===== config.mk =====
export PLATFORM = sky130hd
export DESIGN_NAME = fp_mul_err_monitor
export DESIGN_NICKNAME = d
export VERILOG_FILES = /design/src/rtl/fp_mul_err_monitor.sv
export SDC_FILE = /design/constraint.sdc
export NUM_CORES = 1
export LEC_CHECK = 0
export CAP_MARGIN = 20
export CORE_MARGIN = 2
export CORE_UTILIZATION = 35
export CTS_CLUSTER_DIAMETER = 150
export DETAILED_ROUTE_END_ITERATION = 6
export PLACE_DENSITY_LB_ADDON = 0.2
export SKIP_LAST_GASP = 1
export SLEW_MARGIN = 20
export SYNTH_ARGS = -nofsm -noshare
export SYNTH_HDL_FRONTEND = slang
export SYNTH_SLANG_ARGS = --single-unit

===== constraint.sdc =====
create_clock -name clk -period 3.62 [get_ports clk]
set_input_delay 1.086 -clock clk [delete_from_list [all_inputs] [get_ports clk]]
set_output_delay 1.086 -clock clk [all_outputs]
set_load 0.02 [all_outputs]

===== src/rtl/fp_mul_err_monitor.sv =====
// Consumes (exact, approx) FP32 pairs and accumulates ULP error statistics over a programmed run.
// Latency: stats update 2 cycles after a transfer. Backpressure: registered in_ready, low outside RUN or once target reached.
module fp_mul_err_monitor #(
    parameter int CNT_W = 32,
    parameter int SUM_W = 48
) (
    input  logic             clk,
    input  logic             rst_n,
    input  logic             start,
    input  logic [CNT_W-1:0] num_samples,
    input  logic [31:0]      ulp_thresh,
    input  logic             in_valid,
    output logic             in_ready,
    input  logic [31:0]      exact,
    input  logic [31:0]      approx,
    output logic             busy,
    output logic             done,
    output logic [CNT_W-1:0] sample_cnt,
    output logic [CNT_W-1:0] mismatch_cnt,
    output logic [CNT_W-1:0] exceed_cnt,
    output logic [CNT_W-1:0] nan_cnt,
    output logic [31:0]      max_ulp,
    output logic [SUM_W-1:0] sum_ulp
);
    typedef enum logic [1:0] {IDLE = 2'd0, RUN = 2'd1, DRAIN = 2'd2, DONE = 2'd3} state_t;

    state_t           state_q, state_d;
    logic             in_ready_q, in_ready_d;
    logic [CNT_W-1:0] acc_cnt_q, acc_cnt_d, target_q, target_d;
    logic [31:0]      thresh_q, thresh_d;
    logic             s1_vld_q, s1_vld_d, s2_vld_q, s2_vld_d;
    logic             s1_nan_one_q, s1_nan_one_d, s1_nan_both_q, s1_nan_both_d;
    logic [31:0]      s1_dist_q, s1_dist_d;
    logic [CNT_W-1:0] sample_cnt_q, sample_cnt_d, mismatch_cnt_q, mismatch_cnt_d;
    logic [CNT_W-1:0] exceed_cnt_q, exceed_cnt_d, nan_cnt_q, nan_cnt_d;
    logic [31:0]      max_ulp_q, max_ulp_d;
    logic [SUM_W-1:0] sum_ulp_q, sum_ulp_d;
    logic [SUM_W:0]   sum_ext;
    logic [32:0]      key_e, key_a, diff;
    logic             xfer, nan_e, nan_a;

    // Sign-magnitude to two's-complement ordering, so adjacent encodings differ by one and +0 == -0.
    function automatic logic [32:0] ord_key(input logic [31:0] x);
        logic [32:0] mag;
        mag = {2'b00, x[30:0]};
        return x[31] ? (33'd0 - mag) : mag;
    endfunction

    function automatic logic is_nan(input logic [31:0] x);
        return (&x[30:23]) && (|x[22:0]);
    endfunction

    assign xfer = in_valid && in_ready_q;

    always_ff @(posedge clk or negedge rst_n) begin
        if (!rst_n) state_q <= IDLE;
        else        state_q <= state_d;
    end

    always_comb begin
        state_d = state_q;
        if (start) begin
            state_d = RUN;
        end else begin
            case (state_q)
                RUN:     if (acc_cnt_q == target_q) state_d = DRAIN;
                DRAIN:   if (!s1_vld_q && !s2_vld_q) state_d = DONE;
                default: state_d = state_q;
            endcase
        end
    end

    always_comb begin
        busy = (state_q == RUN) || (state_q == DRAIN);
        done = (state_q == DONE);
    end

    always_comb begin
        acc_cnt_d  = acc_cnt_q;
        target_d   = target_q;
        thresh_d   = thresh_q;
        in_ready_d = in_ready_q;
        if (start) begin
            acc_cnt_d  = '0;
            target_d   = num_samples;
            thresh_d   = ulp_thresh;
            in_ready_d = (num_samples != '0);
        end else if (xfer) begin
            acc_cnt_d  = acc_cnt_q + 1'b1;
            in_ready_d = (acc_cnt_d < target_q);
        end
    end

    always_comb begin
        key_e          = ord_key(exact);
        key_a          = ord_key(approx);
        diff           = key_e - key_a;
        nan_e          = is_nan(exact);
        nan_a          = is_nan(approx);
        s1_vld_d       = xfer && !start;
        s2_vld_d       = s1_vld_q && !start;
        s1_dist_d      = diff[32] ? 32'(33'd0 - diff) : diff[31:0];
        s1_nan_one_d   = nan_e ^ nan_a;
        s1_nan_both_d  = nan_e & nan_a;
    end

    always_comb begin
        sample_cnt_d   = sample_cnt_q;
        mismatch_cnt_d = mismatch_cnt_q;
        exceed_cnt_d   = exceed_cnt_q;
        nan_cnt_d      = nan_cnt_q;
        max_ulp_d      = max_ulp_q;
        sum_ulp_d      = sum_ulp_q;
        sum_ext        = {1'b0, sum_ulp_q} + {{(SUM_W - 31){1'b0}}, s1_dist_q};
        if (start) begin
            sample_cnt_d   = '0;
            mismatch_cnt_d = '0;
            exceed_cnt_d   = '0;
            nan_cnt_d      = '0;
            max_ulp_d      = '0;
            sum_ulp_d      = '0;
        end else if (s1_vld_q) begin
            sample_cnt_d = sample_cnt_q + 1'b1;
            if (s1_nan_one_q) begin
                nan_cnt_d      = nan_cnt_q + 1'b1;
                mismatch_cnt_d = mismatch_cnt_q + 1'b1;
            end else if (!s1_nan_both_q) begin
                if (s1_dist_q != '0)       mismatch_cnt_d = mismatch_cnt_q + 1'b1;
                if (s1_dist_q > thresh_q)  exceed_cnt_d   = exceed_cnt_q + 1'b1;
                if (s1_dist_q > max_ulp_q) max_ulp_d      = s1_dist_q;
                sum_ulp_d = sum_ext[SUM_W] ? '1 : sum_ext[SUM_W-1:0];
            end
        end
    end

    always_ff @(posedge clk or negedge rst_n) begin
        if (!rst_n) begin
            in_ready_q     <= 1'b0;
            acc_cnt_q      <= '0;
            target_q       <= '0;
            thresh_q       <= '0;
            s1_vld_q       <= 1'b0;
            s2_vld_q       <= 1'b0;
            s1_nan_one_q   <= 1'b0;
            s1_nan_both_q  <= 1'b0;
            s1_dist_q      <= '0;
            sample_cnt_q   <= '0;
            mismatch_cnt_q <= '0;
            exceed_cnt_q   <= '0;
            nan_cnt_q      <= '0;
            max_ulp_q      <= '0;
            sum_ulp_q      <= '0;
        end else begin
            in_ready_q     <= in_ready_d;
            acc_cnt_q      <= acc_cnt_d;
            target_q       <= target_d;
            thresh_q       <= thresh_d;
            s1_vld_q       <= s1_vld_d;
            s2_vld_q       <= s2_vld_d;
            s1_nan_one_q   <= s1_nan_one_d;
            s1_nan_both_q  <= s1_nan_both_d;
            s1_dist_q      <= s1_dist_d;
            sample_cnt_q   <= sample_cnt_d;
            mismatch_cnt_q <= mismatch_cnt_d;
            exceed_cnt_q   <= exceed_cnt_d;
            nan_cnt_q      <= nan_cnt_d;
            max_ulp_q      <= max_ulp_d;
            sum_ulp_q      <= sum_ulp_d;
        end
    end

    assign in_ready     = in_ready_q;
    assign sample_cnt   = sample_cnt_q;
    assign mismatch_cnt = mismatch_cnt_q;
    assign exceed_cnt   = exceed_cnt_q;
    assign nan_cnt      = nan_cnt_q;
    assign max_ulp      = max_ulp_q;
    assign sum_ulp      = sum_ulp_q;
endmodule


==> reports/metrics.cfg <==
[status]
status = finished, violations left
violations = negative setup slack

[logic_synthesis]
synth_edf_count = 0
yosysSeqAreaShare_pct = 35.98
yosysUniqueCellTypes = 74
synth_area_um2 = 23860
synth_area_leaders = dfrtp_1, ha_1, xor2_1
synth_warnings = 0
avgSynthCellArea_um2 = 8.682
synth_top_area_cell = dfrtp_1
synth_flop_cell = dfrtp_1
synth_top_cells_by_count = dfrtp_1, nor2_1, nand2_1, xor2_1, o21ai_0
synth_seq_cells = 343
synth-async-reset-ratio_pct = 100.0
syn_nets = 3054
synth_top_area_share_pct = 35.98
synth_most_common_cell = dfrtp_1
syn_inst = 2748

[layout]
final_cells = 4328
fin_area_um2 = 33100
utilization_pct = 49.19
drive_above_1_share_pct = 18.26
n_antenna_cell = 0
syn_to_final_growth_pct = 38.72
layout.nets = 3730

[pwr]
p_leak_nw = 14.72
ir_drop_uv = 289.2
internal_power_mw = 9.457
power_frac_comb_pct = 40.2
power_mw = 14.86
power.density_nw_per_um2 = 449.1
power_frac_clock_pct = 27.9
pwr-share-seq_pct = 32.0
p_switching_mw = 5.408
sw_frac_of_total_pct = 36.38

[worst_setup_path]
cp_max_fo = 4
arrival_ns = 5.95
cp-end-kind = flop
startpoint_type = input pin
crit_type = in2reg
crit_required_ns = 4.05

[placed_design]
dpl_cell_area_um2 = 31030
dpl.hpwl_mm = 59.46
place_congestion = 0.9072
place_ws_ns = -2.880
io_buffers = 342
dp.cells = 4229

[clock_network]
cts.root.buffer_cell = clkbuf_16
cts.sinks = 343
htreeDepth = 2
cts_tree = built
clk_latency_ns = 0.56
cts_hold_buf = 0
clock_tree.buffer_depth = 3
cts_buffers = 40
clk_pin_slew_ns = 0.06

[floorplan]
io_pins = 343
num_rows = 95
start_util_pct = 35.46
die_width_um = 265.1
die_area_um2 = 70270
core-area_um2 = 67280
fp.dieH_um = 265.1

[global_routing]
track_usage_pct = 21.50
gr-total-overflow = 0
grt_pass1_wl_mm = 122.0
grt_max_degree = 211
antenna_found_initial = 1
grt_pass1_vias = 22650

[detailed_routing]
antenna_left = 0
first_pass_iters = 5
wirelength_mm = 76.91
viasPerCell = 5.213
drcViolationCount = 0
wl_per_cell_um = 17.77
drtIter0Drc = 1497
vias = 22560

[sta]
layout_min_cycle_time_ns = 5.521
slew_headroom_pct = 41.81
hold_ws_ns = 0.4757
fin_skew_ns = 0.01837
tns_ns = -52.67
final_hold_viol_count = 0
grt_setup_unrepaired = true
drv_slew = 0
max_freq_mhz = 181.1
tightest_slew_ns = 0.8728
fin_ws_ns = -1.901
finalSetupViolCount = 31
post-route-period-util_pct = 152.5

[hold_path]
hold_path.class = in2async

[flow_run]
max-cap-violations = 0

## logic make-up (layout without fill, tap and decap cells)
logic type	Yosys count	in the layout	share of synthesized area (%)
xor gates and xnor gates	303	303	11.12
and+or+nand+nor	1011	1011	21.16
DFF	343	343	35.98
buffers and inverters	265	971	4.216
AOI/OAI and AO/OA	594	594	15.84
adders and majority gates	174	174	9.188
muxes	58	59	2.502
## power groups by stage
stage               clock (mW)  combinational, mW  sequential (mW)
finish                    4.14               5.97             4.75
global route              4.40               6.62             4.79
CTS                       4.25               5.93             4.75
detailed placement           0               5.72             4.82
global placement             0               5.60             4.82
floorplan                    0               3.37             4.64
## cell type report
type | instances | area, um^2
well taps | 873 | 1092
repair buffers | 751 | 6611
clock buffers | 57 | 1156
clock inverters | 16 | 173.9
fillers | 6289 | 34180
flip-flops and latches | 343 | 8583
multi-input cells | 2141 | 14930
inverters | 147 | 551.8
## layer usage
metal	part of all wire, %	vias to the layer above	track usage, %
met5	0.010	-	0
met4	3.7	2	8.032
met3	4.6	129	3.120
met2	48	514	36.75
met1	44	10850	27.54
li1	-	11070	-
## registers in the layout, summed over array words and instances (netlist names)
signal / count
acc_cnt_q: 32
exceed_cnt: 32
in_ready: 1
max_ulp: 32
mismatch_cnt: 32
nan_cnt: 32
s1_dist_q: 32
s1_nan_both_q: 1
s1_nan_one_q: 1
s1_vld_q: 1
s2_vld_q: 1
sample_cnt: 32
state_q: 2
sum_ulp: 48
target_q: 32
thresh_q: 32
## layout by cell type, fill, tap and decap left out, types with 77 or more instances in the layout
cell	count
inv_1	146
a21oi_1	123
nand2_1	229
xor2_1	193
nor2_1	240
ha_1	170
o21ai_0	170
nand2b_1	81
nand3_1	77
clkdlybuf4s50_1	328
dfrtp_1	343
buf_4	393
xnor2_1	108
## final timing paths
path | endpoint | depth (start not counted) | startpoint | slack, ns
worst max-delay path | s1_dist_q[31] | 19 | exact[9] | -1.90
worst min-delay path | target_q[0] | 1 | rst_n | 0.48
worst max register to register | in_ready | 18 | acc_cnt_q[15] | 0.05
worst min register to register | thresh_q[14] | 2 | thresh_q[14] | 0.52
max in group asynchronous | s1_dist_q[23] | 2 | rst_n | 2.23
min in group clk | thresh_q[14] | 2 | thresh_q[14] | 0.52
## critical path: stages
cell and delay, ns:
buf_6 0.09, or4_4 0.52, buf_4 0.15, or3_4 0.38, or4_4 0.49, or4_4 0.48, o41ai_4 0.23, xnor2_1 0.17
ha_1 0.28, a21o_1 0.19, a211oi_2 0.18, nor2_1 0.08, or3_1 0.31, a31o_2 0.25, o211a_1 0.27, or4b_4 0.51
a22oi_2 0.14, a21o_1 0.10, nor3_1 0.04
## what timing repair did
| action | CTS | global route |
|---|---|---|
| hold endpoints to repair | 0 | 0 |
| setup endpoints to repair | 34 | 33 |
| pin swaps | 65 | 38 |
| setup buffers | 16 | 8 |
| gates cloned | 2 | 0 |
| gates resized for setup | 117 | 53 |
(Power assumes the default switching activity.)
